===== src/rtl/seq_learning_neuron_if.sv =====
// Bus bundle for seq_learning_neuron: operation request, weight load port
// and result outputs. The clock and reset stay outside as plain ports.
//
// Handshake: a request is taken on a rising edge where sln_start=1 and
// sln_ready=1. There is no queue and no backpressure on the outputs.
// sln_axon_valid and sln_change_valid are one-cycle pulses. The data they
// qualify is held after the pulse until the next result.
interface seq_learning_neuron_if #(
  parameter int N_INPUTS = 8,
  parameter int DATA_W   = 16
);
  localparam int ADDR_W = $clog2(N_INPUTS + 1);

  logic                         sln_start;
  logic                         sln_train;
  logic                         sln_ready;
  logic [N_INPUTS*DATA_W-1:0]   sln_dendrites;
  logic [N_INPUTS-1:0]          sln_enabled;
  logic [DATA_W-1:0]            sln_backprop;
  logic [DATA_W-1:0]            sln_training_ratio;
  logic                         sln_wr_en;
  logic [ADDR_W-1:0]            sln_wr_addr;
  logic [DATA_W-1:0]            sln_wr_data;
  logic [DATA_W-1:0]            sln_axon;
  logic                         sln_axon_valid;
  logic [N_INPUTS*DATA_W-1:0]   sln_backprop_change;
  logic                         sln_change_valid;

  modport master (
    output sln_start, sln_train, sln_dendrites, sln_enabled, sln_backprop,
           sln_training_ratio, sln_wr_en, sln_wr_addr, sln_wr_data,
    input  sln_ready, sln_axon, sln_axon_valid, sln_backprop_change,
           sln_change_valid
  );

  modport slave (
    input  sln_start, sln_train, sln_dendrites, sln_enabled, sln_backprop,
           sln_training_ratio, sln_wr_en, sln_wr_addr, sln_wr_data,
    output sln_ready, sln_axon, sln_axon_valid, sln_backprop_change,
           sln_change_valid
  );
endinterface


===== src/rtl/seq_learning_neuron.sv =====
// Time-multiplexed fixed-point learning neuron. The forward pass uses one
// multiplier and handles one lane per cycle. An optional delta-rule update
// then runs, also one lane per cycle, and produces the per-lane backprop
// error for the upstream layer.
module seq_learning_neuron #(
  parameter int N_INPUTS = 8,
  parameter int DATA_W   = 16,
  parameter int FRAC_W   = 8,
  parameter int ACC_W    = 40,
  parameter int RELU     = 0
) (
  input  logic                  sln_clock,
  input  logic                  sln_reset,
  seq_learning_neuron_if.slave  bus,
  output logic [2:0]            sln_state_dbg
);

  localparam int ADDR_W = $clog2(N_INPUTS + 1);

  typedef enum logic [2:0] {
    S_IDLE  = 3'd0,
    S_FWD   = 3'd1,
    S_OUT   = 3'd2,
    S_DELTA = 3'd3,
    S_UPD   = 3'd4,
    S_DONE  = 3'd5
  } state_t;

  state_t                      r_state;
  logic [ADDR_W-1:0]           r_idx;
  logic signed [DATA_W-1:0]    r_w [N_INPUTS];
  logic signed [DATA_W-1:0]    r_x [N_INPUTS];
  logic signed [DATA_W-1:0]    r_chg [N_INPUTS];
  logic signed [DATA_W-1:0]    r_bias;
  logic signed [DATA_W-1:0]    r_e;
  logic signed [DATA_W-1:0]    r_lr;
  logic signed [DATA_W-1:0]    r_pre;
  logic signed [DATA_W-1:0]    r_delta;
  logic signed [DATA_W-1:0]    r_axon;
  logic [N_INPUTS-1:0]         r_en;
  logic                        r_train;
  logic                        r_axon_valid;
  logic                        r_change_valid;
  logic signed [ACC_W-1:0]     r_acc;
  logic [N_INPUTS*DATA_W-1:0]  r_bp_out;

  // Sign-extend a data word to accumulator width.
  function automatic logic signed [ACC_W-1:0] ext_dw(input logic signed [DATA_W-1:0] d);
    return {{(ACC_W-DATA_W){d[DATA_W-1]}}, d};
  endfunction

  // Sign-extend a full-width product to accumulator width.
  function automatic logic signed [ACC_W-1:0] ext_p(input logic signed [2*DATA_W-1:0] p);
    return {{(ACC_W-2*DATA_W){p[2*DATA_W-1]}}, p};
  endfunction

  // Clamp an accumulator-width value into the signed data range.
  function automatic logic signed [DATA_W-1:0] sat_w(input logic signed [ACC_W-1:0] v);
    logic signed [ACC_W-1:0] hi;
    logic signed [ACC_W-1:0] lo;
    hi = {{(ACC_W-DATA_W+1){1'b0}}, {(DATA_W-1){1'b1}}};
    lo = ~hi;
    if (v > hi)      return hi[DATA_W-1:0];
    else if (v < lo) return lo[DATA_W-1:0];
    else             return v[DATA_W-1:0];
  endfunction

  // Drop the fraction bits with floor rounding, then saturate.
  function automatic logic signed [DATA_W-1:0] sat_shift(input logic signed [ACC_W-1:0] v);
    return sat_w(v >>> FRAC_W);
  endfunction

  logic signed [DATA_W-1:0]    w_cur_w;
  logic signed [DATA_W-1:0]    w_cur_x;
  logic                        w_cur_en;
  logic signed [DATA_W-1:0]    w_mul_a;
  logic signed [DATA_W-1:0]    w_mul_b;
  logic signed [2*DATA_W-1:0]  w_mul_p;
  logic signed [2*DATA_W-1:0]  w_chg_p;
  logic signed [ACC_W-1:0]     w_acc_next;
  logic signed [DATA_W-1:0]    w_pre;
  logic signed [DATA_W-1:0]    w_axon_next;
  logic                        w_gate;
  logic signed [DATA_W-1:0]    w_delta_next;
  logic signed [DATA_W-1:0]    w_chg_cur;
  logic signed [DATA_W-1:0]    w_w_new;
  logic signed [DATA_W-1:0]    w_bias_new;
  logic                        w_last;
  logic [N_INPUTS*DATA_W-1:0]  w_bp_next;

  // Select the lane addressed by the sequencing index.
  always_comb begin
    w_cur_w  = '0;
    w_cur_x  = '0;
    w_cur_en = 1'b0;
    for (int i = 0; i < N_INPUTS; i++) begin
      if (r_idx == ADDR_W'(i)) begin
        w_cur_w  = r_w[i];
        w_cur_x  = r_x[i];
        w_cur_en = r_en[i];
      end
    end
  end

  // The shared multiplier computes x*w in FWD, e*lr in DELTA and delta*x in UPD.
  always_comb begin
    w_mul_a = '0;
    w_mul_b = '0;
    case (r_state)
      S_FWD:   begin w_mul_a = w_cur_x; w_mul_b = w_cur_w; end
      S_DELTA: begin w_mul_a = r_e;     w_mul_b = r_lr;    end
      S_UPD:   begin w_mul_a = r_delta; w_mul_b = w_cur_x; end
      default: begin w_mul_a = '0;      w_mul_b = '0;      end
    endcase
  end

  assign w_mul_p = w_mul_a * w_mul_b;
  assign w_chg_p = r_e * w_cur_w;
  assign w_last  = (r_idx == ADDR_W'(N_INPUTS - 1));

  // Datapath next values for accumulate, activation, delta and update.
  always_comb begin
    w_acc_next   = r_acc + (w_cur_en ? ext_p(w_mul_p) : '0);
    w_pre        = sat_shift(w_acc_next);
    w_axon_next  = ((RELU != 0) && w_pre[DATA_W-1]) ? '0 : w_pre;
    // ReLU with a non-positive pre-activation blocks all learning.
    w_gate       = (RELU != 0) && (r_pre[DATA_W-1] || (r_pre == '0));
    w_delta_next = w_gate ? '0 : sat_shift(ext_p(w_mul_p));
    w_chg_cur    = (w_cur_en && !w_gate) ? sat_shift(ext_p(w_chg_p)) : '0;
    // A masked-off lane has its weight pruned to zero.
    w_w_new      = w_cur_en ? sat_w(ext_dw(w_cur_w) + ext_dw(sat_shift(ext_p(w_mul_p)))) : '0;
    w_bias_new   = sat_w(ext_dw(r_bias) + ext_dw(r_delta));
    w_bp_next    = '0;
    for (int i = 0; i < N_INPUTS; i++) begin
      w_bp_next[i*DATA_W +: DATA_W] = (r_idx == ADDR_W'(i)) ? w_chg_cur : r_chg[i];
    end
  end

  // Sequencer FSM with all state, parameters and outputs registered.
  always_ff @(posedge sln_clock) begin
    if (sln_reset) begin
      r_state        <= S_IDLE;
      r_idx          <= '0;
      r_bias         <= '0;
      r_e            <= '0;
      r_lr           <= '0;
      r_pre          <= '0;
      r_delta        <= '0;
      r_axon         <= '0;
      r_en           <= '0;
      r_train        <= 1'b0;
      r_axon_valid   <= 1'b0;
      r_change_valid <= 1'b0;
      r_acc          <= '0;
      r_bp_out       <= '0;
      for (int i = 0; i < N_INPUTS; i++) begin
        r_w[i]   <= '0;
        r_x[i]   <= '0;
        r_chg[i] <= '0;
      end
    end else begin
      r_axon_valid   <= 1'b0;
      r_change_valid <= 1'b0;
      case (r_state)
        S_IDLE: begin
          if (bus.sln_start) begin
            for (int i = 0; i < N_INPUTS; i++) begin
              r_x[i] <= $signed(bus.sln_dendrites[i*DATA_W +: DATA_W]);
            end
            r_en    <= bus.sln_enabled;
            r_e     <= $signed(bus.sln_backprop);
            r_lr    <= $signed(bus.sln_training_ratio);
            r_train <= bus.sln_train;
            r_acc   <= ext_dw(r_bias) <<< FRAC_W;
            r_idx   <= '0;
            r_state <= S_FWD;
          end else if (bus.sln_wr_en) begin
            for (int i = 0; i < N_INPUTS; i++) begin
              if (bus.sln_wr_addr == ADDR_W'(i)) r_w[i] <= $signed(bus.sln_wr_data);
            end
            if (bus.sln_wr_addr == ADDR_W'(N_INPUTS)) r_bias <= $signed(bus.sln_wr_data);
          end
        end
        S_FWD: begin
          r_acc <= w_acc_next;
          if (w_last) begin
            r_pre        <= w_pre;
            r_axon       <= w_axon_next;
            r_axon_valid <= 1'b1;
            r_state      <= S_OUT;
          end else begin
            r_idx <= r_idx + ADDR_W'(1);
          end
        end
        S_OUT: begin
          r_state <= r_train ? S_DELTA : S_IDLE;
        end
        S_DELTA: begin
          r_delta <= w_delta_next;
          r_idx   <= '0;
          r_state <= S_UPD;
        end
        S_UPD: begin
          for (int i = 0; i < N_INPUTS; i++) begin
            if (r_idx == ADDR_W'(i)) begin
              r_w[i]   <= w_w_new;
              r_chg[i] <= w_chg_cur;
            end
          end
          if (w_last) begin
            r_bias         <= w_bias_new;
            r_bp_out       <= w_bp_next;
            r_change_valid <= 1'b1;
            r_state        <= S_DONE;
          end else begin
            r_idx <= r_idx + ADDR_W'(1);
          end
        end
        S_DONE: begin
          r_state <= S_IDLE;
        end
        default: begin
          r_state <= S_IDLE;
        end
      endcase
    end
  end

  assign bus.sln_ready           = (r_state == S_IDLE);
  assign bus.sln_axon            = r_axon;
  assign bus.sln_axon_valid      = r_axon_valid;
  assign bus.sln_backprop_change = r_bp_out;
  assign bus.sln_change_valid    = r_change_valid;
  assign sln_state_dbg           = r_state;

endmodule


===== src/flat_wrapper.sv =====
// flat-port wrapper written by rule: the top's interface ports become plain ports
module seq_learning_neuron_flat 
#(
  parameter int N_INPUTS = 8,
  parameter int DATA_W   = 16,
  parameter int FRAC_W   = 8,
  parameter int ACC_W    = 40,
  parameter int RELU     = 0
)
  (sln_clock, sln_reset, sln_state_dbg, bus_sln_start, bus_sln_train, bus_sln_dendrites, bus_sln_enabled, bus_sln_backprop, bus_sln_training_ratio, bus_sln_wr_en, bus_sln_wr_addr, bus_sln_wr_data, bus_sln_ready, bus_sln_axon, bus_sln_axon_valid, bus_sln_backprop_change, bus_sln_change_valid);
  seq_learning_neuron_if #(.N_INPUTS(N_INPUTS), .DATA_W(DATA_W)) bus_i ();
  input  logic sln_clock;
  input  logic sln_reset;
  output logic [2:0] sln_state_dbg;
  input wire logic [$bits(bus_i.sln_start)-1:0] bus_sln_start;
  input wire logic [$bits(bus_i.sln_train)-1:0] bus_sln_train;
  input wire logic [$bits(bus_i.sln_dendrites)-1:0] bus_sln_dendrites;
  input wire logic [$bits(bus_i.sln_enabled)-1:0] bus_sln_enabled;
  input wire logic [$bits(bus_i.sln_backprop)-1:0] bus_sln_backprop;
  input wire logic [$bits(bus_i.sln_training_ratio)-1:0] bus_sln_training_ratio;
  input wire logic [$bits(bus_i.sln_wr_en)-1:0] bus_sln_wr_en;
  input wire logic [$bits(bus_i.sln_wr_addr)-1:0] bus_sln_wr_addr;
  input wire logic [$bits(bus_i.sln_wr_data)-1:0] bus_sln_wr_data;
  output wire logic [$bits(bus_i.sln_ready)-1:0] bus_sln_ready;
  output wire logic [$bits(bus_i.sln_axon)-1:0] bus_sln_axon;
  output wire logic [$bits(bus_i.sln_axon_valid)-1:0] bus_sln_axon_valid;
  output wire logic [$bits(bus_i.sln_backprop_change)-1:0] bus_sln_backprop_change;
  output wire logic [$bits(bus_i.sln_change_valid)-1:0] bus_sln_change_valid;
  assign bus_i.sln_start = bus_sln_start;
  assign bus_i.sln_train = bus_sln_train;
  assign bus_i.sln_dendrites = bus_sln_dendrites;
  assign bus_i.sln_enabled = bus_sln_enabled;
  assign bus_i.sln_backprop = bus_sln_backprop;
  assign bus_i.sln_training_ratio = bus_sln_training_ratio;
  assign bus_i.sln_wr_en = bus_sln_wr_en;
  assign bus_i.sln_wr_addr = bus_sln_wr_addr;
  assign bus_i.sln_wr_data = bus_sln_wr_data;
  assign bus_sln_ready = bus_i.sln_ready;
  assign bus_sln_axon = bus_i.sln_axon;
  assign bus_sln_axon_valid = bus_i.sln_axon_valid;
  assign bus_sln_backprop_change = bus_i.sln_backprop_change;
  assign bus_sln_change_valid = bus_i.sln_change_valid;
  seq_learning_neuron #(.N_INPUTS(N_INPUTS), .DATA_W(DATA_W), .FRAC_W(FRAC_W), .ACC_W(ACC_W), .RELU(RELU)) u_core (.sln_clock(sln_clock), .sln_reset(sln_reset), .bus(bus_i), .sln_state_dbg(sln_state_dbg));
endmodule

===== config.mk =====
export PLATFORM = sky130hd
export DESIGN_NAME = seq_learning_neuron_flat
export DESIGN_NICKNAME = d
export VERILOG_FILES = /design/src/rtl/seq_learning_neuron_if.sv /design/src/rtl/seq_learning_neuron.sv /design/src/flat_wrapper.sv
export SDC_FILE = /design/constraint.sdc
export NUM_CORES = 2
export LEC_CHECK = 0
export CORE_AREA = 4 4 325 327
export CTS_BUF_LIST = sky130_fd_sc_hd__clkbuf_8
export DETAILED_ROUTE_END_ITERATION = 7
export DIE_AREA = 0 0 329 331
export PLACE_DENSITY = 0.66
export SLEW_MARGIN = 20
export SYNTH_ARGS = -nofsm -noshare
export SYNTH_HDL_FRONTEND = slang
export SYNTH_SLANG_ARGS = --single-unit

===== constraint.sdc =====
create_clock -name sln_clock -period 15.9 [get_ports sln_clock]
set_input_delay 4.77 -clock sln_clock [delete_from_list [all_inputs] [get_ports sln_clock]]
set_output_delay 4.77 -clock sln_clock [all_outputs]
set_load 0.01 [all_outputs]

Yosys cells after proc, flatten, opt, wreduce, memory -nomap -nowiden

Memory sizes are Yosys's and may differ from the RTL's. A register that Yosys moved wholly into a read port is not among the register bits.
Index checks and enable logic that the tools add are counted.

Add/sub/neg operators: 4
Multiply operators: 2
Div/mod/pow operators: 0
Magnitude comparators: 10
Equal/unequal tests: 26
Shift operators: 0
Muxes and demuxes: 179
Bitwise logic cells: 33
Reduce and logical (&&, ||, !) cells: 15

Operator list:

| cell                 | number |
|---|---|
| $mux 16              | 71 |
| $pmux 16 s3          | 2 |
| $mux 1               | 94 |
| $gt 40x16->1 const B | 2 |
| $lt 40x16->1 const B | 2 |
| $mux 40              | 2 |
| $pmux 40 s2          | 1 |
| $mul 16x16->32       | 2 |
| $gt 24x16->1 const B | 2 |
| $lt 24x16->1 const B | 2 |
| $add 40x40->40       | 1 |
| $add 16x16->17       | 2 |
| $eq 4x3->1 const B   | 8 |
| $gt 32x16->1 const B | 1 |
| $lt 32x16->1 const B | 1 |
| $or 1x1->1           | 32 |
| $pmux 16 s2          | 1 |
| $eq 4x2->1 const B   | 4 |
| $pmux 3 s5           | 1 |
| $pmux 4 s3           | 1 |
| $mux 3               | 3 |
| $eq 4x1->1 const B   | 2 |
| $logic_not 4->1      | 2 |
| $mux 4               | 2 |
| 16 further kinds     | 28 |

Register bits: 266
Latch bits: 0
Bits in writable memories: 384
Bits in read-only memories: 0
Bits of input ports: 193
Output and inout port bits: 150
Word-level logic and storage cells: 285
Memories kept: 3

Memory list:

| name         | words | width | rd ports | clocked after memory_dff | wr ports | line                      | RTL |
|---|---|---|---|---|---|---|---|
| u_core.r_chg | 8     | 16    | 7        | 7                        | 8        | seq_learning_neuron.sv:33 | `logic signed [DATA_W-1:0] r_chg [N_INPUTS];` |
| u_core.r_w   | 8     | 16    | 8        | 0                        | 8        | seq_learning_neuron.sv:31 | `logic signed [DATA_W-1:0] r_w [N_INPUTS];` |
| u_core.r_x   | 8     | 16    | 8        | 0                        | 8        | seq_learning_neuron.sv:32 | `logic signed [DATA_W-1:0] r_x [N_INPUTS];` |

Depth between registers and ports, before layout

Depth in word-level cells: 20
Depth in mapped cells: 57
Mapped depth without buffers: 51

Least setup slack after synthesis

OpenSTA, ideal clock, no wires.

Path type: register to register
Start: register u_core.r_idx[0]
End: memory u_core.r_w[7][13], in the netlist u_core.r_w[0][125], data pin
Library setup time: 272 ps
Data arrival time: 12,413 ps
Required time: 15,628 ps
Slack: 3,215 ps
Cell stages (with the launch flop): 55
Buffers on the path: 6
Period minus slack after synthesis: 12,685 ps
Cell sequence: dfxtp_1 -> inv_1 -> ha_1 -> clkbuf_1 -> or3b_2 -> clkbuf_1 -> clkbuf_1 -> nor2_1 -> nor3_1 -> a221oi_1 -> a211oi_1 -> a21oi_1 -> a21oi_1 -> mux2i_1 -> nor2_1 -> a21oi_1 -> clkbuf_1 -> nor2_1 -> [... 19 more ...] -> o41ai_4 -> clkbuf_1 -> nand2_1 -> ha_1 -> fa_1 -> a21o_1 -> a21oi_1 -> nor2b_1 -> o41a_1 -> a21oi_1 -> a21oi_1 -> a41o_1 -> o21ai_0 -> mux2i_1 -> nor2b_1 -> clkbuf_1 -> a21oi_1 -> o21ai_0

RTL lines:

| what                   | line                       | RTL |
|---|---|---|
| start, declared        | seq_learning_neuron.sv:30  | `logic [ADDR_W-1:0] r_idx;` |
| start signal, assigned | seq_learning_neuron.sv:192 | `r_idx <= r_idx + ADDR_W'(1);` |
| start signal, assigned | seq_learning_neuron.sv:216 | `r_idx <= r_idx + ADDR_W'(1);` |
| end, declared          | seq_learning_neuron.sv:31  |  |

==> flow_metrics.tcl <==
set metrics [dict create \
    worstSkewPairLatency_ns 0.82 \
    ios 343 \
    routabilityCongestion 0.948 \
    post-route-min-period_ns 15.02 \
    ys_types 89 \
    hold_violations 0 \
    yosysSeqAreaShare_pct 32.6 \
    arrival_ns 15.51 \
    die_w_um 329 \
    dieArea_sq_um 109000 \
    root_buffer "clkbuf_8" \
    syn-num-nets 6188 \
    cts_tree "done" \
    dp_hpwl_um 119000 \
    finClkSkew_ns 0.0897 \
    combPwrFrac_pct 66.6 \
    place_area_sq_um 55000 \
    route.detailed.drc 0 \
    cp.depth 47 \
    power.net_switching_mw 5.46 \
    drv_slew 0 \
    max_freq_ghz 0.0666 \
    drt_wl_total_um 158000 \
    yosysWarnings 0 \
    swShare_pct 51.7 \
    holdCritStartpoint "u_core.r_chg[0][38]" \
    ir_worst_vdd_mv 0.243 \
    antenna_found_initial 5 \
    synth.avg_cell_area_sq_um 9.59 \
    io_buffer_count 342 \
    grt_pass1_wl_um 241000 \
    finalHoldWorstSlack_ns 0.447 \
    areaGrowthSynthToFinish_pct 14.1 \
    fillers 9231 \
    power_frac_seq_pct 18.9 \
    grt_pass1_vias 40300 \
    path_buf_inv 7 \
    grt-ovfl-total 0 \
    die_height_um 331 \
    viasPerCell 5.79 \
    placedCellCount 6750 \
    reg2reg_slack_ns 0.88 \
    r2r_cells 47 \
    yosysTopAreaCellShare_pct 22.0 \
    place_ws_ns 1.19 \
    ant_nets 0 \
    hold_end "bus_sln_backprop_change[38]" \
    path_clk_slew_ns 0.07 \
    grt_max_degree 101 \
    leakagePower_nw 25.0 \
    fin_cells 6953 \
    dominantRegCellSynth "edfxtp_1" \
    crit_fanout 25 \
    grt_usage_pct 28.8 \
    htree_levels 3 \
    cp_slowest_stage_delay_ns 0.84 \
    finalPower_mw 10.6 \
    first_pass_iters 6 \
    cts_setup_buffers 0 \
    timing.final.ws_setup_ns 0.878 \
    crit_path_end_kind "register" \
    ctsResizeCount 0 \
    netlist_area_sq_um 50200 \
    rr_startpoint "u_core.r_idx[1]" \
    pwr_density_cell_nw_per_um2 184 \
    clock_sinks 634 \
    critical_path_class "reg -> reg" \
    setup_viol 0 \
    finalCritPeriodShare_pct 94.5 \
    worstHoldPathCells 1 \
    multi_input_area_sq_um 30300 \
    coreArea_sq_um 103000 \
    yosys-top-cells-area "edfxtp_1 (22%), fa_1 (21%), dfxtp_1 (11%)" \
    finish.instance_area_sq_um 57300 \
    vias 40300 \
    final_util_pct 55.7 \
    synthCells 5233 \
    cts.path.max_buffers 3 \
    floorplan.rows 118 \
    synth_largest_area_cell "edfxtp_1" \
    synthArstFlopShare_pct 0 \
    reg2reg_to "u_core.r_w[0][57]" \
    required_ns 16.38 \
    drive_gt1_share_pct 6.25 \
    power_frac_clock_pct 14.4 \
    seqCellArea_sq_um 16400 \
    ys_seq_elements 634 \
    rsz0062_at_grt "no" \
    final_nets 6434 \
    critPathLaunchType "register" \
    min_path_type "reg -> reg" \
    cts_hold_buf 0 \
    wl_per_cell_um 22.8 \
    worstMarginPinSlew_ns 1.11 \
    slowest_stage "fa_1" \
    cts_buffers 107 \
    drv_cap 0 \
    slew_headroom_pct 25.3 \
    synth_edf_count 368 \
    initial_core_util_pct 48.8 \
    drt_iter0_drc 3850 \
    setup_tns_ns 0 \
    path_delay_family "compound AO/OA/AOI/OAI gates" \
    power.internal_mw 5.09 \
    status "finished, final reports clean" \
]
[Yosys cell counts (7+ instances only)]
cell type,instances
nand2b_1,68
o211ai_1,20
fa_1,527
o21bai_1,21
a21o_1,74
o21a_1,31
a22oi_1,33
a2bb2oi_1,7
a211oi_1,65
nor3b_1,11
nor4_1,13
o21ai_1,10
mux2i_1,19
nor3_1,73
and3_1,15
buf_1,44
buf_2,19
edfxtp_1,368
a22o_1,186
inv_1,632
a31oi_1,15
or2_2,28
nand4_1,13
a222oi_1,9
ha_1,235
nor2_1,500
nand3_1,50
o31ai_1,7
a221oi_1,97
dfxtp_1,266
clkbuf_1,244
and2_1,228
a21oi_1,279
o21ai_0,137
xor2_1,40
xnor2_1,90
nand2_1,555
nor2b_1,58
a32o_1,29
[cell usage in the layout, fill, tap and decap left out, types with 28 or more instances in the layout]
cell / n
o21ai_0: 136
a21o_1: 74
and2_1: 227
clkbuf_8: 120
a21oi_1: 279
nor2_1: 490
or2_2: 28
a32o_1: 29
xnor2_1: 90
a22oi_1: 33
fa_1: 527
nor3_1: 70
a221oi_1: 97
nor2b_1: 58
inv_1: 653
clkdlybuf4s50_1: 341
edfxtp_1: 368
dfxtp_1: 266
o21a_1: 31
a211oi_1: 65
nand2_1: 553
nand2b_1: 67
xor2_1: 40
a22o_1: 186
nand3_1: 50
ha_1: 235
buf_4: 106
[registers in the layout, indices dropped and copies added, names as in the netlist]
register and count:
u_core.r_w 128, u_core.sln_state_dbg 3, u_core.r_chg 112, u_core.r_bias 16
u_core.bus.sln_backprop_change 15, u_core.r_idx 4, u_core.r_lr 16, u_core.r_x 128
bus_sln_backprop_change 113, u_core.r_acc 40, u_core.bus.sln_change_valid 1, u_core.bus.sln_axon_valid 1
u_core.r_train 1, u_core.r_e 16, u_core.r_delta 16, u_core.r_en 8
u_core.bus.sln_axon 16
[worst max path at each step]
stage / startpoint / end
CTS: u_core.r_idx[1] / u_core.r_w[0][57]
detailed placement: u_core.r_idx[1] / u_core.r_w[0][57]
floorplan: u_core.r_idx[0] / u_core.r_w[0][125]
global placement: u_core.r_idx[1] / u_core.r_w[0][41]
finish: u_core.r_idx[1] / u_core.r_w[0][57]
global route: u_core.r_idx[1] / u_core.r_w[0][25]
[metal layers]
layer / share of wire [%] / vias up / GRT usage (%)
met3: 8.1 / 326 / 5.03
met4: 4.2 / 4 / 11.0
met1: 40 / 20000 / 38.2
li1: - / 18100 / -
met2: 47 / 1810 / 47.6
met5: 0.015 / - / 0
[kinds of logic after synthesis]
group	synth area share (%)
compound gates	15.3
xor+xnor	2.30
fa+ha+maj	26.9
buf+inv	7.14
flops	32.6
mux	0.379
simple gates	15.3
[cell type report]
cell class / instances / share of cell area, %
Multi-Input combinational cell: 3654 / 53.0
Sequential cell: 634 / 28.6
Timing Repair Buffer: 448 / 7.37
Inverter: 634 / 4.16
Tap cell: 1380 / 3.02
Clock buffer: 120 / 2.88
Clock inverter: 79 / 1.00
Antenna cell: 4 / 0.0175
[worst register-to-register path: cells and delay by family (launching register included)]
| family | cells | cell delay, ns |
|---|---|---|
| AO/OA/AOI/OAI | 18 | 4.88 |
| adder cells (fa/ha/maj) | 10 | 4.79 |
| buffers and inverters | 7 | 1.09 |
| flip-flops | 1 | 0.37 |
| multiplexers | 1 | 0.14 |
| AND/OR/NAND/NOR | 11 | 3.42 |
[power groups by stage]
| stage | combinational [mW] | sequential (mW) | clock [mW] |
|---|---|---|---|
| 4_1_cts | 6.98 | 2.00 | 1.54 |
| 2_1_floorplan | 4.74 | 2.00 | 0 |
| 3_3_place_gp | 6.88 | 2.03 | 0 |
| 6_report | 7.03 | 2.00 | 1.52 |
| 3_5_place_dp | 6.95 | 2.03 | 0 |
| 5_1_grt | 7.64 | 2.01 | 1.61 |
Note: power is estimated with default switching activity, not from simulation.
